## src/rtl/spi_ram_slave_burst.sv

```systemverilog
// SPI slave with an integrated single-port RAM: 2-bit command frames plus
// optional address-auto-increment bursts for write-data and read-data.
module spi_ram_slave_burst #(
  parameter int DATA_WIDTH = 8,
  parameter int ADDR_WIDTH = 8,
  parameter bit BURST_EN   = 1'b1
) (
  input  logic clk,
  input  logic rst_n,
  input  logic SS_n,
  input  logic MOSI,
  output logic MISO
);

  localparam int DEPTH = 1 << ADDR_WIDTH;
  localparam int CW    = (DATA_WIDTH > 1) ? $clog2(DATA_WIDTH) : 1;
  localparam logic [CW-1:0] LAST_BIT = CW'(DATA_WIDTH - 1);

  localparam logic [1:0] CMD_WADDR = 2'b00;
  localparam logic [1:0] CMD_WDATA = 2'b01;
  localparam logic [1:0] CMD_RADDR = 2'b10;
  localparam logic [1:0] CMD_RDATA = 2'b11;

  typedef enum logic [2:0] {IDLE, CHK_CMD, WRITE, READ_ADD, READ_DATA} state_e;
  // Work deferred to the edge after a word completes; it runs even if SS_n rises.
  typedef enum logic [2:0] {ACT_NONE, ACT_WADDR, ACT_WDATA, ACT_RADDR, ACT_RDATA} act_e;

  state_e                state_q, state_d;
  act_e                  act_q, act_d;
  logic [1:0]            cmd_q, cmd_d;
  logic                  hdr_q, hdr_d;
  logic                  done_q, done_d;
  logic [CW-1:0]         cnt_q, cnt_d;
  logic [DATA_WIDTH-1:0] rx_q, rx_d;
  logic [DATA_WIDTH-1:0] word_q, word_d;
  logic [DATA_WIDTH-1:0] tx_q, tx_d;
  logic [ADDR_WIDTH-1:0] wr_addr_q, wr_addr_d;
  logic [ADDR_WIDTH-1:0] rd_addr_q, rd_addr_d;
  logic                  rd_pend_q, rd_pend_d;
  logic                  miso_q, miso_d;

  logic [DATA_WIDTH-1:0] mem [DEPTH];
  logic [DATA_WIDTH-1:0] rd_word;
  logic [DATA_WIDTH-1:0] rx_next;

  assign rd_word = mem[rd_addr_q];
  assign MISO    = miso_q;

  // NOTE: every always_comb output gets its default first so no path leaves it unassigned (no latch).
  always_comb begin
    state_d   = state_q;
    act_d     = ACT_NONE;
    cmd_d     = cmd_q;
    hdr_d     = hdr_q;
    done_d    = done_q;
    cnt_d     = cnt_q;
    rx_d      = rx_q;
    word_d    = word_q;
    wr_addr_d = wr_addr_q;
    rd_addr_d = rd_addr_q;
    rd_pend_d = rd_pend_q;
    rx_next   = DATA_WIDTH'({rx_q, MOSI});
    // Shifting zeros in behind the data returns MISO to 0 after the last bit.
    miso_d    = tx_q[DATA_WIDTH-1];
    tx_d      = tx_q << 1;

    case (act_q)
      ACT_WADDR: wr_addr_d = word_q[ADDR_WIDTH-1:0];
      ACT_WDATA: wr_addr_d = wr_addr_q + 1'b1;
      ACT_RADDR: begin
        rd_addr_d = word_q[ADDR_WIDTH-1:0];
        rd_pend_d = 1'b1;
      end
      ACT_RDATA: begin
        if (!SS_n) begin
          miso_d    = rd_word[DATA_WIDTH-1];
          tx_d      = rd_word << 1;
          rd_addr_d = rd_addr_q + 1'b1;
          rd_pend_d = 1'b0;
        end
      end
      default: ;
    endcase

    if (SS_n) begin
      state_d = IDLE;
      miso_d  = 1'b0;
      tx_d    = '0;
      rx_d    = '0;
      cnt_d   = '0;
      hdr_d   = 1'b0;
      done_d  = 1'b0;
    end else begin
      case (state_q)
        IDLE: begin
          state_d = CHK_CMD;
          cnt_d   = '0;
          done_d  = 1'b0;
        end
        CHK_CMD: begin
          cmd_d[1] = MOSI;
          hdr_d    = 1'b1;
          cnt_d    = '0;
          if (!MOSI)         state_d = WRITE;
          else if (rd_pend_q) state_d = READ_DATA;
          else               state_d = READ_ADD;
        end
        WRITE, READ_ADD, READ_DATA: begin
          if (hdr_q) begin
            cmd_d[0] = MOSI;
            hdr_d    = 1'b0;
          end else if (!done_q) begin
            rx_d = rx_next;
            if (cnt_q == LAST_BIT) begin
              cnt_d  = '0;
              word_d = rx_next;
              case (cmd_q)
                CMD_WADDR: begin act_d = ACT_WADDR; done_d = 1'b1;      end
                CMD_WDATA: begin act_d = ACT_WDATA; done_d = !BURST_EN; end
                CMD_RADDR: begin act_d = ACT_RADDR; done_d = 1'b1;      end
                default:   begin act_d = ACT_RDATA; done_d = !BURST_EN; end
              endcase
            end else begin
              cnt_d = cnt_q + CW'(1);
            end
          end
        end
        default: state_d = IDLE;
      endcase
    end
  end

  // NOTE: sequential state uses non-blocking assignments so every flop samples pre-edge values.
  always_ff @(posedge clk or negedge rst_n) begin
    if (!rst_n) begin
      state_q   <= IDLE;
      act_q     <= ACT_NONE;
      cmd_q     <= '0;
      hdr_q     <= 1'b0;
      done_q    <= 1'b0;
      cnt_q     <= '0;
      rx_q      <= '0;
      word_q    <= '0;
      tx_q      <= '0;
      wr_addr_q <= '0;
      rd_addr_q <= '0;
      rd_pend_q <= 1'b0;
      miso_q    <= 1'b0;
    end else begin
      state_q   <= state_d;
      act_q     <= act_d;
      cmd_q     <= cmd_d;
      hdr_q     <= hdr_d;
      done_q    <= done_d;
      cnt_q     <= cnt_d;
      rx_q      <= rx_d;
      word_q    <= word_d;
      tx_q      <= tx_d;
      wr_addr_q <= wr_addr_d;
      rd_addr_q <= rd_addr_d;
      rd_pend_q <= rd_pend_d;
      miso_q    <= miso_d;
    end
  end

  // NOTE: the RAM array has no reset; contents survive rst_n and it maps onto plain memory.
  always_ff @(posedge clk) begin
    if (act_q == ACT_WDATA) mem[wr_addr_q] <= word_q;
  end

endmodule

```

## config.mk

```make
export PLATFORM = sky130hd
export DESIGN_NAME = spi_ram_slave_burst
export DESIGN_NICKNAME = d
export VERILOG_FILES = /design/src/rtl/spi_ram_slave_burst.sv
export SDC_FILE = /design/constraint.sdc
export NUM_CORES = 2
export LEC_CHECK = 0
export ABC_CLOCK_PERIOD_IN_PS = 5200
export CAP_MARGIN = 0
export CELL_PAD_IN_SITES_DETAIL_PLACEMENT = 1
export CELL_PAD_IN_SITES_GLOBAL_PLACEMENT = 1
export CORE_MARGIN = 2
export CORE_UTILIZATION = 45
export DETAILED_ROUTE_END_ITERATION = 16
export DONT_BUFFER_PORTS = 1
export PLACE_DENSITY_LB_ADDON = 0.3
export SYNTH_ARGS = -nofsm -noshare
export SYNTH_HDL_FRONTEND = slang
export SYNTH_SLANG_ARGS = --single-unit
```

## constraint.sdc

```tcl
create_clock -name clk -period 5.2 [get_ports clk]
set_input_delay 0.78 -clock clk [delete_from_list [all_inputs] [get_ports clk]]
set_output_delay 0.78 -clock clk [all_outputs]
set_load 0.05 [all_outputs]
```

==> flow_summary.ini <==
[pwr]
p_sw_share_pct = 20.2
pwr-share-comb_pct = 1.4
powerDensity_mw_per_mm2 = 366
intPower_mw = 27.1
ir_drop_uv = 279
clockPowerShare_pct = 44.6
seq_power_share_pct = 54.0
p_leak_nw = 34.0
p_switching_mw = 6.85

[clock_tree]
cts_sinks = 2101
clk_pin_slew_ns = 0.06
clockBufferDepth = 3
clock-root-buffer = clkbuf_16
postCtsSetupBuffers = 0
cts_tree = done
worstSkewPairLatency_ns = 0.86
cts_made_buffers = 211
htreeDepth = 4

[floorplan]
start_util_pct = 45.3
io_pins = 5
die_h_um = 433
die_area_mm2 = 0.187
core_area_mm2 = 0.183
chipWidth_um = 433
rows = 157

[finish]
design_area_mm2 = 0.0929
fillers = 16200
seq_area_mm2 = 0.0629
drive_above_1_share_pct = 22.6
area_growth_pct = 12.3
finalNetCount = 4177
multi_input_area_mm2 = 0.0184

[placed_design]
gp_routability_congestion = 0.874
dp_slack_ns = 0.990
post_dp_cell_area_mm2 = 0.0860
dp_hpwl_um = 144000
io_buffers = 0

[critical_path]
reg2reg_slack_ns = 0.72
criticalPathCategory = register to register
r2r_start = rd_addr_q[0]$_DFFE_PN0P_
cp_slowest_stage_delay_ns = 1.13
crit_path_start_kind = register
cp_max_fo = 46
critical_path_required_ns = 5.93
crit_end = MISO$_DFF_PN0_
cpMostUsedCell = a21oi_1
arrival_ns = 5.21
worstReg2RegEnd = MISO$_DFF_PN0_
reg2reg_depth = 8
cpMaxStageDelayCell = dfrtp_4
crit_chain = or3b_2 -> buf_4 -> o221ai_1 -> a21oi_1 -> nand2_1 -> a21oi_1 -> o211ai_1 -> a41o_1
end_kind = register
setup.worst_path.start = rd_addr_q[0]$_DFFE_PN0P_

[status]
status = finished clean

[sta]
fin_skew_ns = 0.0568
slew_headroom_pct = 15.9
fin_crit_ns = 4.48
fin_setup_tns_ns = 0
rsz0062_at_grt = false
min_period_over_period_pct = 86.2
hold_viol = 0
tightest_slew_ns = 1.25
drv_slew = 0
fmax_mhz = 223
worst_slack_ns = 0.719
setup_viol = 0

[logic_synthesis]
netlist_instances = 4021
synth_top_area_share_pct = 74.3
yosysSeqAreaShare_pct = 75.9
synth-main-ff-cell = edfxtp_1
ys_types = 77
avgSynthCellArea_um2 = 20.6
synth-edff-count = 2048
ys_warn_count = 0
syn_area_mm2 = 0.0828
synth-seq-cells = 2101
synth_nets = 4035
yosysMostFrequentCell = edfxtp_1
synth_common_cells = edfxtp_1 (2048), mux4_2 (431), nor2_1 (324), mux2i_1 (188), nand2_1 (111)
synth_top_cells_by_area = edfxtp_1 (74%), mux4_2 (12%), mux2i_1 (2.3%), dfrtp_1 (1.6%), nor2_1 (1.5%)
async_flop_share_pct = 2.52
yosysTopAreaCell = edfxtp_1

[detailed_routing]
routed_via_density = 6.20
wl_um = 234000
drc = 0
firstDrtPassIters = 6
drt_iter0_drc = 5343
post_drt_wl_per_cell_um = 34.4
ant_nets = 0
num_vias = 42200

[global_route]
grt_pass1_wl_um = 333000
grt_pass1_vias = 43200
track_usage_pct = 25.2
grt_max_degree = 179
antenna_found_initial = 7
grt.overflow.total = 0

[worst_hold_path]
hold_class = input port to register
whs_path_depth = 2

[flow_run]
cap_viol_max_count = 0
==> flip-flops by register name, summed over array words and instances, names as in the netlist, 2 cells and up <==
signal,flops
act_q,3
cmd_q,2
cnt_q,3
mem,2048
rd_addr_q,8
rx_q,7
state_q,3
tx_q,7
word_q,8
wr_addr_q,8
==> layout make-up <==
cell class / instances / share of cell area (%)
multi-input combinational: 1655 / 19.8
clock buffer: 269 / 6.05
sequential: 2101 / 67.7
inverter: 17 / 0.0714
clock inverter: 120 / 1.33
timing repair buffer: 177 / 1.75
antenna: 2 / 0.00539
tap: 2464 / 3.32
==> logic make-up (layout without fill, tap and decap cells) <==
group	Yosys count	in the layout	synth area share (%)
fa+ha+maj	10	10	0.151
simple gates	574	574	2.99
mux	700	700	15.9
other cells	0	2	0
flops	2101	2101	75.9
buf+inv	265	583	1.93
compound gates	370	370	3.11
xor+xnor	1	1	0.0106
==> routing by layer <==
| metal | global-route usage, % | vias up | wire [µm] |
|---|---|---|---|
| met5 | 0 | - | 74 |
| met4 | 9.13 | 10 | 9200 |
| met3 | 4.69 | 439 | 19500 |
| met2 | 38.9 | 2022 | 110000 |
| met1 | 36.0 | 22700 | 95600 |
| li1 | - | 17000 | - |
==> worst max-delay path: cells and delay by family, from the launching register on <==
kind | cells | cell delay, ns
buffers and inverters | 1 | 0.40
AND/OR/NAND/NOR | 2 | 1.11
AO/OA/AOI/OAI | 5 | 1.67
flip-flops | 1 | 1.13
==> cell usage in the layout, fill, tap and decap left out, types with 37 or more instances in the layout <==
cell type | Yosys | final
mux2i_1 | 188 | 188
buf_4 | 29 | 152
nand2_1 | 111 | 111
a21oi_1 | 85 | 85
mux4_2 | 431 | 431
clkinv_1 | 1 | 47
nor2_1 | 324 | 322
dfrtp_1 | 53 | 38
mux2_2 | 37 | 37
mux4_1 | 44 | 44
o21ai_0 | 54 | 54
clkbuf_1 | 90 | 48
edfxtp_1 | 2048 | 2048
clkbuf_16 | 0 | 213
==> metrics by stage <==
stage                     util [%]  hold slack (ns)  instances  power (mW)
after detailed placement      47.0            0.486       6411        19.2
final                         50.8           0.0673       6805        34.0
after CTS                     50.8           0.0128       6803        34.2
after global placement        47.0            0.483       6411        19.2
after global routing          50.8           0.0444       6803        34.7
after floorplan                  -            0.456       4021        19.0
==> worst min path at each step <==
stage / start / endpoint
CTS: MOSI / cmd_q[1]$_DFFE_PN0P_
global placement: cnt_q[0]$_DFFE_PN0P_ / cnt_q[0]$_DFFE_PN0P_
finish: MOSI / cmd_q[1]$_DFFE_PN0P_
detailed placement: rst_n / state_q[2]$_DFFE_PN0P_
floorplan: tx_q[5]$_DFF_PN0_ / tx_q[6]$_DFF_PN0_
global route: MOSI / cmd_q[1]$_DFFE_PN0P_
==> what timing repair did <==
action                                  in CTS  in global routing
hold buffers                                 3                  0
gates resized for setup                      0                  0
endpoints found under the setup margin       0                  0
endpoints found under the hold margin       66                  0
==> power by group through the flow <==
stage          logic, mW  registers [mW]  clock network (mW)
3_5_place_dp       0.477            18.7                   0
3_3_place_gp       0.468            18.7                   0
5_1_grt            0.518            18.3                15.9
2_1_floorplan      0.360            18.7                   0
4_1_cts            0.496            18.3                15.3
6_report           0.492            18.3                15.1
Note: power is estimated with default switching activity, not from simulation.
